==> config.mk <==
export PLATFORM = sky130hd
export DESIGN_NAME = fetch_req_ctrl
export DESIGN_NICKNAME = d
export VERILOG_FILES = /design/src/rtl/fetch_req_ctrl.sv
export SDC_FILE = /design/constraint.sdc
export NUM_CORES = 1
export LEC_CHECK = 0
export BUFFER_PORTS_ARGS = -buffer_cell sky130_fd_sc_hd__buf_2
export CORE_UTILIZATION = 45
export CTS_CLUSTER_SIZE = 16
export DETAILED_ROUTE_END_ITERATION = 8
export PLACE_DENSITY = 0.68
export SLEW_MARGIN = 20
export SYNTH_ARGS = -nofsm -noshare
export SYNTH_HDL_FRONTEND = slang
export SYNTH_HIERARCHICAL = 1
export SYNTH_SLANG_ARGS = --single-unit
==> constraint.sdc <==
create_clock -name clk_i -period 5.5 [get_ports clk_i]
set_input_delay 0.275 -clock clk_i [delete_from_list [all_inputs] [get_ports clk_i]]
set_output_delay 0.275 -clock clk_i [all_outputs]
set_load 0.005 [all_outputs]
==> src/rtl/fetch_req_ctrl.sv <==
// -----------------------------------------------------------------------------
// fetch_req_ctrl
//   Instruction fetch request stage placed after the PC selection mux. It
//   issues word-aligned requests on the instruction bus (req/gnt/rvalid),
//   tracks granted-but-unanswered requests, drops responses made stale by a
//   redirect and buffers returned words with their addresses in a small
//   circular FIFO that feeds decode over a valid/ready handshake.
//
//   Optional build macro: FETCH_ERR_STOP_EN
//     defined   : after an errored entry is buffered, no further requests are
//                 issued until the next pc_set_i.
//     undefined : errors are only tagged on the entry; fetching continues.
//
// Ports
//   clk_i, rst_i         core clock, asynchronous active-high reset
//   req_i                fetch enable from the controller
//   pc_set_i             redirect strobe, loads fetch_addr_n_i (word aligned)
//   fetch_addr_n_i       next fetch address from the PC mux
//   instr_req_o          bus request
//   instr_addr_o         bus request address (word aligned)
//   instr_gnt_i          bus grant
//   instr_rvalid_i       bus response valid
//   instr_rdata_i        bus response data
//   instr_err_i          bus response error (qualified by instr_rvalid_i)
//   fetch_valid_o        FIFO head valid
//   fetch_ready_i        decode accepts the head entry
//   fetch_rdata_o        head instruction word
//   fetch_addr_o         head instruction address
//   fetch_err_o          head fetch error
//   busy_o               request pending or responses outstanding
// -----------------------------------------------------------------------------
module fetch_req_ctrl #(
   parameter int FifoDepth      = 2,
   parameter int MaxOutstanding = 2
) (
   input  logic        clk_i,
   input  logic        rst_i,
   input  logic        req_i,
   input  logic        pc_set_i,
   input  logic [31:0] fetch_addr_n_i,
   output logic        instr_req_o,
   output logic [31:0] instr_addr_o,
   input  logic        instr_gnt_i,
   input  logic        instr_rvalid_i,
   input  logic [31:0] instr_rdata_i,
   input  logic        instr_err_i,
   output logic        fetch_valid_o,
   input  logic        fetch_ready_i,
   output logic [31:0] fetch_rdata_o,
   output logic [31:0] fetch_addr_o,
   output logic        fetch_err_o,
   output logic        busy_o
);

   // Counters share one width: outstanding never exceeds FifoDepth.
   localparam int CW = $clog2(FifoDepth + 1);
   localparam int PW = (FifoDepth > 1) ? $clog2(FifoDepth) : 1;
   localparam logic [CW-1:0] MAX_OUT   = CW'(MaxOutstanding);
   localparam logic [CW:0]   DEPTH_EXT = (CW + 1)'(FifoDepth);
   localparam logic [PW-1:0] LAST_PTR  = PW'(FifoDepth - 1);
   localparam logic [CW-1:0] ONE_C     = {{(CW-1){1'b0}}, 1'b1};

   logic [31:0]   req_addr_q,  req_addr_d;
   logic [31:0]   resp_addr_q, resp_addr_d;
   logic [CW-1:0] outst_q,     outst_d;
   logic [CW-1:0] discard_q,   discard_d;
   logic [CW-1:0] cnt_q,       cnt_d;
   logic [PW-1:0] wr_ptr_q,    wr_ptr_d;
   logic [PW-1:0] rd_ptr_q,    rd_ptr_d;

   logic [31:0]   data_q [FifoDepth];
   logic [31:0]   addr_q [FifoDepth];
   logic          err_q  [FifoDepth];

   logic [31:0]   aligned_s;
   logic          req_s;
   logic          gnt_s;
   logic          push_s;
   logic          pop_s;
   logic          valid_s;
   logic          err_stop_s;
   logic [CW:0]   occupancy_s;

   assign aligned_s   = fetch_addr_n_i & 32'hFFFF_FFFC;
   assign valid_s     = (cnt_q != {CW{1'b0}});
   // Space is reserved in the FIFO for every response still in flight.
   assign occupancy_s = {1'b0, outst_q} + {1'b0, cnt_q};

   assign req_s  = ~rst_i & req_i & ~pc_set_i & ~err_stop_s &
                   (outst_q < MAX_OUT) & (occupancy_s < DEPTH_EXT);
   assign gnt_s  = req_s & instr_gnt_i;
   // A response is stale if it belongs to a pre-redirect request, or if it
   // coincides with the redirect itself.
   assign push_s = instr_rvalid_i & ~pc_set_i & (discard_q == {CW{1'b0}});
   assign pop_s  = valid_s & fetch_ready_i & ~pc_set_i;

`ifdef FETCH_ERR_STOP_EN
   logic err_stop_q, err_stop_d;

   // Error-stop flag: set when an errored entry is buffered, cleared by redirect.
   always_comb begin
      err_stop_d = err_stop_q;
      if (pc_set_i) begin
         err_stop_d = 1'b0;
      end else if (push_s && instr_err_i) begin
         err_stop_d = 1'b1;
      end else begin
         err_stop_d = err_stop_q;
      end
   end

   // Error-stop flag register.
   always_ff @(posedge clk_i or posedge rst_i) begin
      if (rst_i) begin
         err_stop_q <= 1'b0;
      end else begin
         err_stop_q <= err_stop_d;
      end
   end

   assign err_stop_s = err_stop_q;
`else
   assign err_stop_s = 1'b0;
`endif

   // Next-state logic for addresses, counters and FIFO pointers.
   always_comb begin
      req_addr_d  = req_addr_q;
      resp_addr_d = resp_addr_q;
      outst_d     = outst_q;
      discard_d   = discard_q;
      cnt_d       = cnt_q;
      wr_ptr_d    = wr_ptr_q;
      rd_ptr_d    = rd_ptr_q;

      if (pc_set_i) begin
         req_addr_d = aligned_s;
      end else if (gnt_s) begin
         req_addr_d = req_addr_q + 32'd4;
      end else begin
         req_addr_d = req_addr_q;
      end

      // No grant is possible while pc_set_i is high, so only rvalid matters.
      case ({gnt_s, instr_rvalid_i})
         2'b10:   outst_d = outst_q + ONE_C;
         2'b01:   outst_d = outst_q - ONE_C;
         default: outst_d = outst_q;
      endcase

      // Everything still in flight after a redirect cycle is stale.
      if (pc_set_i) begin
         discard_d = instr_rvalid_i ? (outst_q - ONE_C) : outst_q;
      end else if (instr_rvalid_i && (discard_q != {CW{1'b0}})) begin
         discard_d = discard_q - ONE_C;
      end else begin
         discard_d = discard_q;
      end

      if (pc_set_i) begin
         resp_addr_d = aligned_s;
      end else if (push_s) begin
         resp_addr_d = resp_addr_q + 32'd4;
      end else begin
         resp_addr_d = resp_addr_q;
      end

      if (pc_set_i) begin
         cnt_d    = {CW{1'b0}};
         wr_ptr_d = {PW{1'b0}};
         rd_ptr_d = {PW{1'b0}};
      end else begin
         case ({push_s, pop_s})
            2'b10:   cnt_d = cnt_q + ONE_C;
            2'b01:   cnt_d = cnt_q - ONE_C;
            default: cnt_d = cnt_q;
         endcase
         if (push_s) begin
            wr_ptr_d = (wr_ptr_q == LAST_PTR) ? {PW{1'b0}} : (wr_ptr_q + 1'b1);
         end else begin
            wr_ptr_d = wr_ptr_q;
         end
         if (pop_s) begin
            rd_ptr_d = (rd_ptr_q == LAST_PTR) ? {PW{1'b0}} : (rd_ptr_q + 1'b1);
         end else begin
            rd_ptr_d = rd_ptr_q;
         end
      end
   end

   // Control state registers.
   always_ff @(posedge clk_i or posedge rst_i) begin
      if (rst_i) begin
         req_addr_q  <= 32'h0000_0000;
         resp_addr_q <= 32'h0000_0000;
         outst_q     <= {CW{1'b0}};
         discard_q   <= {CW{1'b0}};
         cnt_q       <= {CW{1'b0}};
         wr_ptr_q    <= {PW{1'b0}};
         rd_ptr_q    <= {PW{1'b0}};
      end else begin
         req_addr_q  <= req_addr_d;
         resp_addr_q <= resp_addr_d;
         outst_q     <= outst_d;
         discard_q   <= discard_d;
         cnt_q       <= cnt_d;
         wr_ptr_q    <= wr_ptr_d;
         rd_ptr_q    <= rd_ptr_d;
      end
   end

   // FIFO storage, written at the tail on each accepted response.
   always_ff @(posedge clk_i or posedge rst_i) begin
      if (rst_i) begin
         for (int i = 0; i < FifoDepth; i++) begin
            data_q[i] <= 32'h0000_0000;
            addr_q[i] <= 32'h0000_0000;
            err_q[i]  <= 1'b0;
         end
      end else if (push_s) begin
         data_q[wr_ptr_q] <= instr_rdata_i;
         addr_q[wr_ptr_q] <= resp_addr_q;
         err_q[wr_ptr_q]  <= instr_err_i;
      end else begin
         data_q[wr_ptr_q] <= data_q[wr_ptr_q];
      end
   end

   assign instr_req_o   = req_s;
   assign instr_addr_o  = req_addr_q;
   assign fetch_valid_o = valid_s;
   // Head fields are masked when empty so popped entries never leak out.
   assign fetch_rdata_o = valid_s ? data_q[rd_ptr_q] : 32'h0000_0000;
   assign fetch_addr_o  = valid_s ? addr_q[rd_ptr_q] : 32'h0000_0000;
   assign fetch_err_o   = valid_s ? err_q[rd_ptr_q]  : 1'b0;
   assign busy_o        = req_s | (outst_q != {CW{1'b0}});

   fetch_req_ctrl_chk u_chk (
      .clk_i    (clk_i),
      .rst_i    (rst_i),
      .rvalid_i (instr_rvalid_i),
      .idle_i   (outst_q == {CW{1'b0}})
   );

endmodule

// -----------------------------------------------------------------------------
// fetch_req_ctrl_chk
//   Protocol checker: a bus response must never arrive while nothing is
//   outstanding.
//   clk_i, rst_i : clock and reset of the checked block
//   rvalid_i     : bus response valid
//   idle_i       : outstanding counter is zero
// -----------------------------------------------------------------------------
module fetch_req_ctrl_chk (
   input  logic clk_i,
   input  logic rst_i,
   input  logic rvalid_i,
   input  logic idle_i
);

   // Flag responses that have no matching granted request.
   always @(posedge clk_i) begin
      if (!rst_i) begin
         assert (!(rvalid_i && idle_i))
            else $error("fetch_req_ctrl: response received with no request outstanding");
      end
   end

endmodule

==> results.json <==
{
  "drt-initial-drc-count": 279,
  "grt_pass1_vias": 6713,
  "nNetsFinal": 1067,
  "clock_sinks": 194,
  "ir_drop_v": 0.000235,
  "post-place-cells": 1239,
  "drive_above_1_share_pct": 35.2,
  "maxCapViolCount": 0,
  "layout_common_cells": "dfrtp_1, buf_2, mux2_2, nor2_1, mux2i_1",
  "cts.reportedPaths.clkPinSlew_ps": 70,
  "fin_area_sq_um": 11200,
  "min-delay-start": "fetch_addr_n_i[12]",
  "n_antenna_cell": 0,
  "critPathLaunchType": "register",
  "outcome": "completed",
  "hpwl_microns": 14400,
  "routedWlPerCell_microns": 16.7,
  "vias": 6915,
  "yosysWarnings": 6,
  "grt_usage_pct": 20.6,
  "syn_inst": 839,
  "fmax_ghz": 0.353,
  "worstHoldEndpoint": "resp_addr_q[12]$_DFFE_PP0N_",
  "ys_seq_area_share_pct": 51.0,
  "yosysUniqueCellTypes": 51,
  "vias_per_cell": 5.44,
  "tns_ps": 0,
  "ys_ff_latch": 194,
  "ys.flop_type": "dfrtp_1",
  "numCtsBuffers": 17,
  "synth_compound_area_share_pct": 5.58,
  "crit_required_ps": 5850,
  "regToRegSetupSlack_ps": 2670,
  "hold_ws_ps": 78.3,
  "min_path_type": "input pin to register",
  "final_cell_count_no_fill": 1272,
  "crit_start": "cnt_q[0]$_DFFE_PP0P_",
  "yosys.area_share.xor_xnor_pct": 3.77,
  "die_x_microns": 148,
  "synth_area_per_cell_sq_um": 11.4,
  "synth.area.mux_share_pct": 22.5,
  "initial_utilization_pct": 46.5,
  "async_flop_share_pct": 100,
  "clock_path_buffers": 2,
  "path_class": "register to register",
  "final_common_cell": "dfrtp_1",
  "postRouteAntennaNets": 0,
  "rsz0062_at_grt": "no",
  "crit_fanout": 16,
  "drcViolationCount": 0,
  "grt_pass1_wl_microns": 35400,
  "grt_antenna_before_repair": 0,
  "finalCriticalPeriod_ps": 2830,
  "report.final.slew_viol_count": 0,
  "grt_overflow_total": 0,
  "r2r-start": "cnt_q[0]$_DFFE_PP0P_",
  "place_area_sq_um": 10600,
  "cts_tree": "done",
  "n_fill_cell": 1797,
  "clock_latency_ps": 430,
  "rows": 52,
  "synthSimpleGateAreaFrac_pct": 13.5,
  "hold_path_depth": 3,
  "place.gp.congestion": 0.912,
  "multi_input_area_sq_um": 4440,
  "syn_area_sq_um": 9530,
  "clockRootBuffer": "clkbuf_16",
  "dr.pass1.iters": 4,
  "tightest_slew_ps": 1020,
  "p_leak_nw": 5.09,
  "cp-end-kind": "register",
  "dieArea_sq_um": 21800,
  "ios": 172,
  "synth-adder-area-share_pct": 0.867,
  "routed_wl_microns": 21300,
  "synth_top_family_by_area": "multiplexers",
  "die_h_microns": 148,
  "finClkSkew_ps": 12.3,
  "r2r_end": "outst_q[1]$_DFFE_PP0P_",
  "htreeDepth": 4,
  "min_period_over_period_pct": 51.5,
  "setup_violations": 0,
  "synth-edff-count": 0,
  "powerDensity_nw_per_um2": 398,
  "areaGrowthSynthToFinish_pct": 17.3,
  "rr_worst_depth": 7,
  "arrival_ps": 3180,
  "regArea_sq_um": 4860,
  "finalHoldViolCount": 0,
  "p_total_w": 0.00445,
  "grt_max_degree": 183,
  "max_slew_margin_pct": 32.0,
  "coreArea_sq_um": 20500,
  "io_buffer_count": 165
}
## registers in the layout (all words and copies together) (netlist names)
signal        cells
err_q             2
addr_q           60
resp_addr_q      30
rd_ptr_q          1
instr_addr_o     30
outst_q           2
data_q           64
wr_ptr_q          1
discard_q         2
cnt_q             2
## cells in the mapped netlist, types with 3 or more instances
cell type | count | area share (%)
mux2i_1 | 65 | 6.8
o211ai_1 | 8 | 0.63
ha_1 | 5 | 0.66
nand2_1 | 62 | 2.4
o21ai_0 | 38 | 2.0
nor4_1 | 3 | 0.20
and4_1 | 7 | 0.64
mux2_2 | 133 | 16
nand2b_1 | 4 | 0.26
and3_1 | 11 | 0.72
xnor2_1 | 22 | 2.0
nand4_1 | 17 | 1.1
dfrtp_1 | 194 | 51
a21oi_1 | 12 | 0.63
buf_4 | 5 | 0.39
inv_1 | 13 | 0.51
nor2_1 | 94 | 3.7
clkbuf_1 | 26 | 1.0
buf_2 | 12 | 0.63
xor2_1 | 19 | 1.7
and2_1 | 10 | 0.66
nor3_1 | 8 | 0.42
a31oi_1 | 7 | 0.46
nand3_1 | 21 | 1.1
o311ai_0 | 10 | 0.92
## logic make-up after synthesis
kind of cell             count (synthesis)
XOR/XNOR                                41
multiplexers                           198
flip-flops                             194
AND/OR/NAND/NOR                        255
other                                    1
AO/OA/AOI/OAI                           86
adder cells (fa/ha/maj)                  6
buffers and inverters                   58
## metrics by stage
stage | utilization [%] | worst slack, ps
3_5_place_dp | 51.6 | 2690
6_report | 54.5 | 2670
3_3_place_gp | 51.6 | 2710
5_1_grt | 54.5 | 2450
4_1_cts | 54.5 | 2680
2_1_floorplan | - | 2720
## power breakdown
part / internal [W] / switching [W] / leakage (nW)
Clock: 0.000648 / 0.000583 / 0.289
Sequential: 0.00186 / 0.000279 / 2.42
Combinational: 0.000604 / 0.000474 / 2.38
Total: 0.00311 / 0.00134 / 5.09
## per-layer routing
metal	share of wire (%)	track usage [%]
met1	48	30.5
met2	45	30.8
met3	5.7	3.61
met4	1.5	6.29
met5	0	0
## how the worst max path moves through the flow
stage	to	slack, ps	depth (start not counted)
after global routing	outst_q[1]$_DFFE_PP0P_	2450	7
after detailed placement	outst_q[1]$_DFFE_PP0P_	2690	7
final	outst_q[1]$_DFFE_PP0P_	2670	7
after CTS	outst_q[1]$_DFFE_PP0P_	2680	7
after global placement	outst_q[1]$_DFFE_PP0P_	2710	8
after floorplan	addr_q[10]$_DFFE_PP0P_	2720	1
## final cells by class
class / count / share of cell area, %
clock buffers: 17 / 3.81
clock inverters: 15 / 1.43
inverters: 13 / 0.470
multi-input cells: 590 / 39.7
flip-flops and latches: 194 / 43.5
well taps: 270 / 3.02
repair buffers: 173 / 8.06
## what timing repair did
action                                 4_1_cts  5_1_grt
hold buffers                                 1        0
resized for setup                            0        0
buffers inserted                             0        0
endpoints found under the hold margin       12        0
## worst max-delay path, cell delays in order (launching register included)
cell	delay (ps)
dfrtp_1	460
and2_1	180
fa_1	430
nor2_1	300
and3_1	430
inv_1	330
ha_1	410
o21ai_0	200
Note: power is estimated with default switching activity, not from simulation.
